[src/rtl/wb_pkg.sv]
// Shared types for the MEM/WB write-back stage: write-back select codes,
// the queued entry layout and the head-of-queue state encoding.
package wb_pkg;

    localparam int unsigned WB_XLEN = 32;

    localparam logic [1:0] WB_ALU  = 2'd0;
    localparam logic [1:0] WB_LOAD = 2'd1;
    localparam logic [1:0] WB_PC4  = 2'd2;

    typedef struct packed {
        logic [4:0]         rd;
        logic               reg_write;
        logic               is_load;
        logic [WB_XLEN-1:0] data;
    } wb_entry_t;

    typedef enum logic [1:0] {
        EMPTY     = 2'd0,
        HEAD_RDY  = 2'd1,
        HEAD_WAIT = 2'd2
    } wb_state_e;

endpackage

[src/rtl/wb_fifo.sv]
// Generic in-order queue. Pointers carry one extra bit so full and empty
// are distinct. Besides the current head it exposes the head as it will be
// after this edge (push/pop applied), plus every slot and its valid bit.
module wb_fifo #(
    parameter int  DEPTH = 2,
    parameter type T     = logic [7:0]
) (
    input  logic             i_clk,
    input  logic             i_rst_n,
    input  logic             i_push,
    input  T                 i_push_data,
    input  logic             i_pop,
    output logic             o_full,
    output logic             o_empty,
    output T                 o_head,
    output logic             o_nxt_empty,
    output T                 o_nxt_head,
    output logic [DEPTH-1:0] o_vld,
    output T                 o_ent [DEPTH]
);

    localparam int AW = $clog2(DEPTH);

    logic [AW:0] r_wr_ptr;
    logic [AW:0] r_rd_ptr;
    T            r_mem [DEPTH];

    logic [AW:0] w_cnt;
    logic [AW:0] w_wr_nxt;
    logic [AW:0] w_rd_nxt;
    logic        w_push;
    logic        w_pop;

    assign w_cnt    = r_wr_ptr - r_rd_ptr;
    assign o_empty  = (r_wr_ptr == r_rd_ptr);
    assign o_full   = (w_cnt == (AW+1)'(DEPTH));
    assign w_push   = i_push && !o_full;
    assign w_pop    = i_pop && !o_empty;
    assign w_wr_nxt = r_wr_ptr + {{AW{1'b0}}, w_push};
    assign w_rd_nxt = r_rd_ptr + {{AW{1'b0}}, w_pop};
    assign o_head   = r_mem[r_rd_ptr[AW-1:0]];

    // When the next head slot is the one being written now, the data is
    // still on the push input rather than in storage.
    assign o_nxt_empty = (w_wr_nxt == w_rd_nxt);
    assign o_nxt_head  = (w_rd_nxt == r_wr_ptr) ? i_push_data
                                                : r_mem[w_rd_nxt[AW-1:0]];

    // Pointer update; reset discards every queued entry
    always_ff @(posedge i_clk or negedge i_rst_n) begin
        if (!i_rst_n) begin
            r_wr_ptr <= '0;
            r_rd_ptr <= '0;
        end else begin
            r_wr_ptr <= w_wr_nxt;
            r_rd_ptr <= w_rd_nxt;
        end
    end

    // Entry storage; contents of free slots are don't-care
    always_ff @(posedge i_clk) begin
        if (w_push) begin
            r_mem[r_wr_ptr[AW-1:0]] <= i_push_data;
        end
    end

    // A slot is valid when its distance from the read pointer is below count
    genvar gi;
    generate
        for (gi = 0; gi < DEPTH; gi++) begin : g_slot
            localparam logic [AW-1:0] IDX = AW'(gi);
            logic [AW-1:0] w_off;
            assign w_off      = IDX - r_rd_ptr[AW-1:0];
            assign o_vld[gi]  = ({1'b0, w_off} < w_cnt);
            assign o_ent[gi]  = r_mem[gi];
        end
    endgenerate

endmodule

[src/rtl/writeback_unit.sv]
// MEM/WB write-back stage. Buffers retiring instructions in order, holds
// loads at the head until their in-order response arrives, and drives a
// registered register-file write port. busy_vec flags destinations that
// still have a queued write.
// Optional build macro WB_TRACE_EN: simulation trace of writes and protocol
// errors plus a hierarchically readable retire counter (r_retire_cnt).
module writeback_unit
    import wb_pkg::*;
#(
    parameter int XLEN  = WB_XLEN,
    parameter int DEPTH = 2
) (
    input  logic            clk,
    input  logic            rst,
    input  logic            mem_valid,
    output logic            mem_ready,
    input  logic [4:0]      mem_rd,
    input  logic            mem_reg_write,
    input  logic [1:0]      mem_wb_sel,
    input  logic [XLEN-1:0] mem_alu_result,
    input  logic [XLEN-1:0] mem_pc_plus4,
    input  logic            load_rsp_valid,
    input  logic [XLEN-1:0] load_rsp_data,
    output logic [4:0]      write_reg_num1,
    output logic [XLEN-1:0] write_data,
    output logic            reg_write,
    output logic [31:0]     busy_vec,
    output logic            proto_err
);

    wb_entry_t        w_push_ent;
    wb_entry_t        w_head;
    wb_entry_t        w_nxt_head;
    wb_entry_t        w_ent [DEPTH];
    logic [DEPTH-1:0] w_vld;
    logic             w_full;
    logic             w_empty;
    logic             w_nxt_empty;
    logic             w_accept;
    logic             w_pop;
    logic [XLEN-1:0]  w_ret_data;
    logic [31:0]      w_busy;

    wb_state_e        r_state;
    wb_state_e        w_state_nxt;

    logic             r_reg_write;
    logic [4:0]       r_rd;
    logic [XLEN-1:0]  r_data;
    logic             r_proto_err;

    assign mem_ready = !w_full;
    assign w_accept  = mem_valid && mem_ready;

    // Build the queue entry; reserved select falls back to the ALU result
    always_comb begin
        w_push_ent           = '0;
        w_push_ent.rd        = mem_rd;
        w_push_ent.reg_write = mem_reg_write;
        w_push_ent.is_load   = (mem_wb_sel == WB_LOAD);
        w_push_ent.data      = (mem_wb_sel == WB_PC4) ? mem_pc_plus4 : mem_alu_result;
    end

    wb_fifo #(
        .DEPTH (DEPTH),
        .T     (wb_entry_t)
    ) u_fifo (
        .i_clk       (clk),
        .i_rst_n     (rst),
        .i_push      (w_accept),
        .i_push_data (w_push_ent),
        .i_pop       (w_pop),
        .o_full      (w_full),
        .o_empty     (w_empty),
        .o_head      (w_head),
        .o_nxt_empty (w_nxt_empty),
        .o_nxt_head  (w_nxt_head),
        .o_vld       (w_vld),
        .o_ent       (w_ent)
    );

    // Head state register; it always describes the entry at the queue head
    always_ff @(posedge clk or negedge rst) begin
        if (!rst) begin
            r_state <= EMPTY;
        end else begin
            r_state <= w_state_nxt;
        end
    end

    // Retire decision: non-loads go at once, loads wait for their response
    always_comb begin
        w_pop      = 1'b0;
        w_ret_data = w_head.data;
        case (r_state)
            HEAD_RDY:  w_pop = 1'b1;
            HEAD_WAIT: begin
                w_pop      = load_rsp_valid;
                w_ret_data = load_rsp_data;
            end
            default:   w_pop = 1'b0;
        endcase
    end

    // Next state is classified from the head as it stands after this edge
    always_comb begin
        w_state_nxt = EMPTY;
        if (!w_nxt_empty) begin
            w_state_nxt = w_nxt_head.is_load ? HEAD_WAIT : HEAD_RDY;
        end
    end

    // Register-file write port: one-cycle pulse per retire, values held otherwise
    always_ff @(posedge clk or negedge rst) begin
        if (!rst) begin
            r_reg_write <= 1'b0;
            r_rd        <= '0;
            r_data      <= '0;
        end else if (w_pop) begin
            r_reg_write <= w_head.reg_write && (w_head.rd != 5'd0);
            r_rd        <= w_head.rd;
            r_data      <= w_ret_data;
        end else begin
            r_reg_write <= 1'b0;
        end
    end

    // Sticky flag for a load response with no load waiting at the head
    always_ff @(posedge clk or negedge rst) begin
        if (!rst) begin
            r_proto_err <= 1'b0;
        end else if (load_rsp_valid && (r_state != HEAD_WAIT)) begin
            r_proto_err <= 1'b1;
        end
    end

    // Pending-write vector from queued entries only; x0 never reports busy
    always_comb begin
        w_busy = '0;
        for (int i = 0; i < DEPTH; i++) begin
            if (w_vld[i] && w_ent[i].reg_write && (w_ent[i].rd != 5'd0)) begin
                w_busy[w_ent[i].rd] = 1'b1;
            end
        end
    end

    assign reg_write      = r_reg_write;
    assign write_reg_num1 = r_rd;
    assign write_data     = r_data;
    assign busy_vec       = w_busy;
    assign proto_err      = r_proto_err;

    // Fields that the control path does not need from these views
    logic w_unused_head;
    assign w_unused_head = ^{w_empty, w_head.is_load, w_nxt_head.rd,
                             w_nxt_head.reg_write, w_nxt_head.data};
    genvar gu;
    generate
        for (gu = 0; gu < DEPTH; gu++) begin : g_unused
            logic w_unused_slot;
            assign w_unused_slot = ^{w_ent[gu].is_load, w_ent[gu].data};
        end
    endgenerate

`ifdef WB_TRACE_EN
    logic [31:0] r_cyc;
    logic [31:0] r_retire_cnt;

    // Cycle stamp and wrapping retire count for trace/debug
    always_ff @(posedge clk or negedge rst) begin
        if (!rst) begin
            r_cyc        <= '0;
            r_retire_cnt <= '0;
        end else begin
            r_cyc <= r_cyc + 32'd1;
            if (w_pop) begin
                r_retire_cnt <= r_retire_cnt + 32'd1;
            end
        end
    end

    // Print each write pulse and the moment the protocol error latches
    always @(posedge clk) begin
        if (rst && r_reg_write) begin
            $display("[wb] cyc=%0d write x%0d = %h", r_cyc, r_rd, r_data);
        end
        if (rst && load_rsp_valid && (r_state != HEAD_WAIT) && !r_proto_err) begin
            $display("[wb] cyc=%0d proto_err set", r_cyc);
        end
    end
`endif

endmodule
[config.mk]
export PLATFORM = sky130hd
export DESIGN_NAME = writeback_unit
export DESIGN_NICKNAME = d
export VERILOG_FILES = /design/src/rtl/wb_pkg.sv /design/src/rtl/wb_fifo.sv /design/src/rtl/writeback_unit.sv
export SDC_FILE = /design/constraint.sdc
export NUM_CORES = 1
export LEC_CHECK = 0
export ABC_CLOCK_PERIOD_IN_PS = 4500
export CORE_UTILIZATION = 50
export CTS_BUF_LIST = sky130_fd_sc_hd__clkbuf_16
export DETAILED_ROUTE_END_ITERATION = 10
export PLACE_DENSITY = 0.84
export SYNTH_ARGS = -nofsm -noshare
export SYNTH_HDL_FRONTEND = slang
export SYNTH_SLANG_ARGS = --single-unit
[constraint.sdc]
create_clock -name clk -period 4.5 [get_ports clk]
set_input_delay 0.9 -clock clk [delete_from_list [all_inputs] [get_ports clk]]
set_output_delay 0.9 -clock clk [all_outputs]
set_load 0.05 [all_outputs]
==> flow_summary.yaml <==
status:
  status: "finished, violations left"
  violations: "design-rule violations"
routing:
  ant_nets: 0
  drc: 27
  num_vias: 4305
  drtIter0Drc: 403
  wl_per_cell_um: 18.60
  firstDrtPassIters: 9
  vias_per_cell: 5.598
  drt_wl_total_um: 14300
setup_path:
  cp_num_buf_inv: 2
  critPathLaunchType: "register"
  cp_cell_sequence: "buf_4 > ha_1 > o2111ai_2 > o22ai_1 > clkdlybuf4s50_1"
  worst_path_dominant_cell_family: "buffers and inverters"
  slowest_delay_ps: 850
  crit_fanout: 41
  crit_slowest_cell: "clkdlybuf4s50_1"
  worstPathRequired_ps: 3600
  cp_data_arrival_time_ps: 3250
  path_class: "register to output port"
  endpoint_kind: "output port"
global_routing:
  met2_usage_pct: 41.63
  grt_use_met1_pct: 28.22
  antenna_found_initial: 0
  grt_util_all_layers_pct: 24.15
  grt_overflow: 0
  grt_max_degree: 66
  grt_pass1_wl_um: 22830
  top_usage_layer: "met2"
  use_met3_pct: 6.178
  grt_pass1_vias: 4508
placement:
  gp_congestion: 0.9734
  post-place-ws_ps: 772.0
  io_buffers: 178
  dpl.cell_count: 737
  place_hpwl_um: 9638
timing:
  fmax_mhz: 241.1
  setup_viol: 0
  finalCritPeriodShare_pct: 92.17
  drv_slew: 0
  min_period_ps: 4147
  worst_slew_pin_slew_ps: 1066
  max_slew_margin_pct: 28.74
  hold_viol_final: 0
  holdWs_ps: 506.0
  finClkSkew_ps: 4.450
  grt_setup_unrepaired: "no"
  setup_tns_ps: 0
  setup_ws_ps: 352.6
power:
  switching_power_mw: 2.645
  ir_drop_uv: 393.7
  p_comb_share_pct: 47.6
  power_leakage_nw: 3.113
  p_int_mw: 3.874
  switching_share_pct: 40.57
  seq_power_share_pct: 30.3
  clkPwrFrac_pct: 22.1
  power_density_mw_per_mm2: 769.3
synthesis:
  synth-seq-cells: 123
  synth.most_common_cell: "edfxtp_1"
  synth_largest_area_cell: "edfxtp_1"
  ys_top_cells_by_count: "78 x edfxtp_1, 61 x mux2_2, 45 x dfrtp_1"
  synth_flop_cell: "edfxtp_1"
  synth_edf_count: 78
  synth_cell_type_count: 38
  synth.top_cell.area_share_pct: 39.20
  seq_area_frac_synth_pct: 58.04
  yosys_warnings: 0
  async_flop_share_pct: 36.59
  syn_area_per_cell_um2: 13.55
  syn_inst: 441
  syn_nets: 557
  ys_top_cells_by_area: "edfxtp_1 39%, dfrtp_1 19%, mux2_2 11%"
  netlist_area_mm2: 0.005976
finish:
  drive_gt1_share_pct: 19.81
  fillers: 766
  areaGrowthSynthToFinish_pct: 41.79
  instances_no_fill: 769
  finalNetCount: 729
  diodes: 0
floorplanning:
  dieHeight_um: 111.3
  coreArea_mm2: 0.01152
  initial_utilization_pct: 51.89
  fp.dieArea_mm2: 0.01239
  fp-row-count: 39
  ioPinCount: 180
  fp.dieW_um: 111.3
cts:
  cts_buffer_depth: 2
  post_cts_resized: 0
  post_cts_buffers: 0
  clock_latency_ps: 410
  h-tree-depth: 4
  cts_hold_buf: 0
  clk_pin_slew_ps: 50
  cts_tree: "yes"
  cts_buffers: 17
  cts.sinks: 123
  cts-root-buf: "clkbuf_16"
flow_run:
  cap_violations: 0
hold_path:
  hold_path.class: "register to register"
cell families (layout without fill, tap and decap cells):
logic type / after synthesis / after routing / synth area share (%)
other: 1 / 1 / 0.06275
and+or+nand+nor: 69 / 69 / 5.465
xor gates and xnor gates: 8 / 8 / 1.738
adders and majority gates: 8 / 8 / 1.675
AOI/OAI and AO/OA: 90 / 90 / 11.41
buffers and inverters: 39 / 224 / 3.015
muxes: 103 / 103 / 18.59
DFF: 123 / 123 / 58.04
worst paths after layout:
kind / startpoint / end / slack [ps] / depth (start not counted)
hold reg to reg: write_data[13] / write_data[13] / 510 / 1
setup / recovery: u_fifo.r_rd_ptr[0] / busy_vec[20] / 350 / 5
max in group asynchronous: rst / u_fifo.r_rd_ptr[0] / 3430 / 2
setup reg to reg: u_fifo.r_wr_ptr[0] / u_fifo.r_mem[1][17] / 1480 / 7
min in group asynchronous: rst / u_fifo.r_wr_ptr[1] / 610 / 2
hold / removal: write_data[13] / write_data[13] / 510 / 1
power groups by stage:
stage / clock network [mW] / logic (mW) / registers (mW)
global route: 1.51 / 3.29 / 2.02
floorplan: 0 / 1.68 / 2.51
global placement: 0 / 3.01 / 1.96
CTS: 1.46 / 3.12 / 1.98
detailed placement: 0 / 3.09 / 1.98
finish: 1.44 / 3.10 / 1.97
flip-flops by register name (all words and copies together) (netlist names):
name             cells
write_reg_num1       5
proto_err            1
u_fifo.r_mem        78
write_data          32
u_fifo.r_wr_ptr      2
r_state              2
u_fifo.r_rd_ptr      2
reg_write            1
metrics by stage:
step | power (mW) | instance area [um^2] | util, %
after CTS | 6.555 | 8473 | 73.58
final | 6.519 | 8473 | 73.58
after detailed placement | 5.077 | 7843 | 68.10
after global routing | 6.825 | 8473 | 73.58
after floorplan | 4.193 | 5976 | -
after global placement | 4.970 | 7843 | 68.10
cell type report:
| cell class | instances | area, um^2 | area share, % |
|---|---|---|---|
| tap | 143 | 178.9 | 2.112 |
| timing repair buffer | 182 | 1807 | 21.32 |
| inverter | 10 | 37.54 | 0.4430 |
| multi-input combinational | 279 | 2350 | 27.73 |
| clock buffer | 17 | 425.4 | 5.021 |
| sequential | 123 | 3470 | 40.95 |
| clock inverter | 15 | 205.2 | 2.422 |
layer usage:
metal,part of all wire (%),vias up
met3,8.0,24
li1,-,1997
met5,0,-
met4,2.0,0
met2,51,213
met1,39,2071
placed cells by master, fill, tap and decap left out, types with 3 or more instances in the layout:
cell type / count
mux2_2: 61
nand2_1: 38
nand3b_1: 4
o32ai_1: 4
dfrtp_1: 44
o2111ai_4: 6
clkinv_2: 4
o21ai_0: 42
inv_1: 11
buf_4: 4
a21oi_1: 3
ha_2: 3
ha_1: 5
clkbuf_16: 17
or2_2: 9
o22ai_1: 27
mux2_1: 3
nand2b_1: 4
edfxtp_1: 78
clkdlybuf4s50_1: 177
bufinv_16: 5
mux2i_1: 39
xor2_1: 4
o2111ai_2: 3
nor2_1: 4
Note: power is estimated with default switching activity, not from simulation.
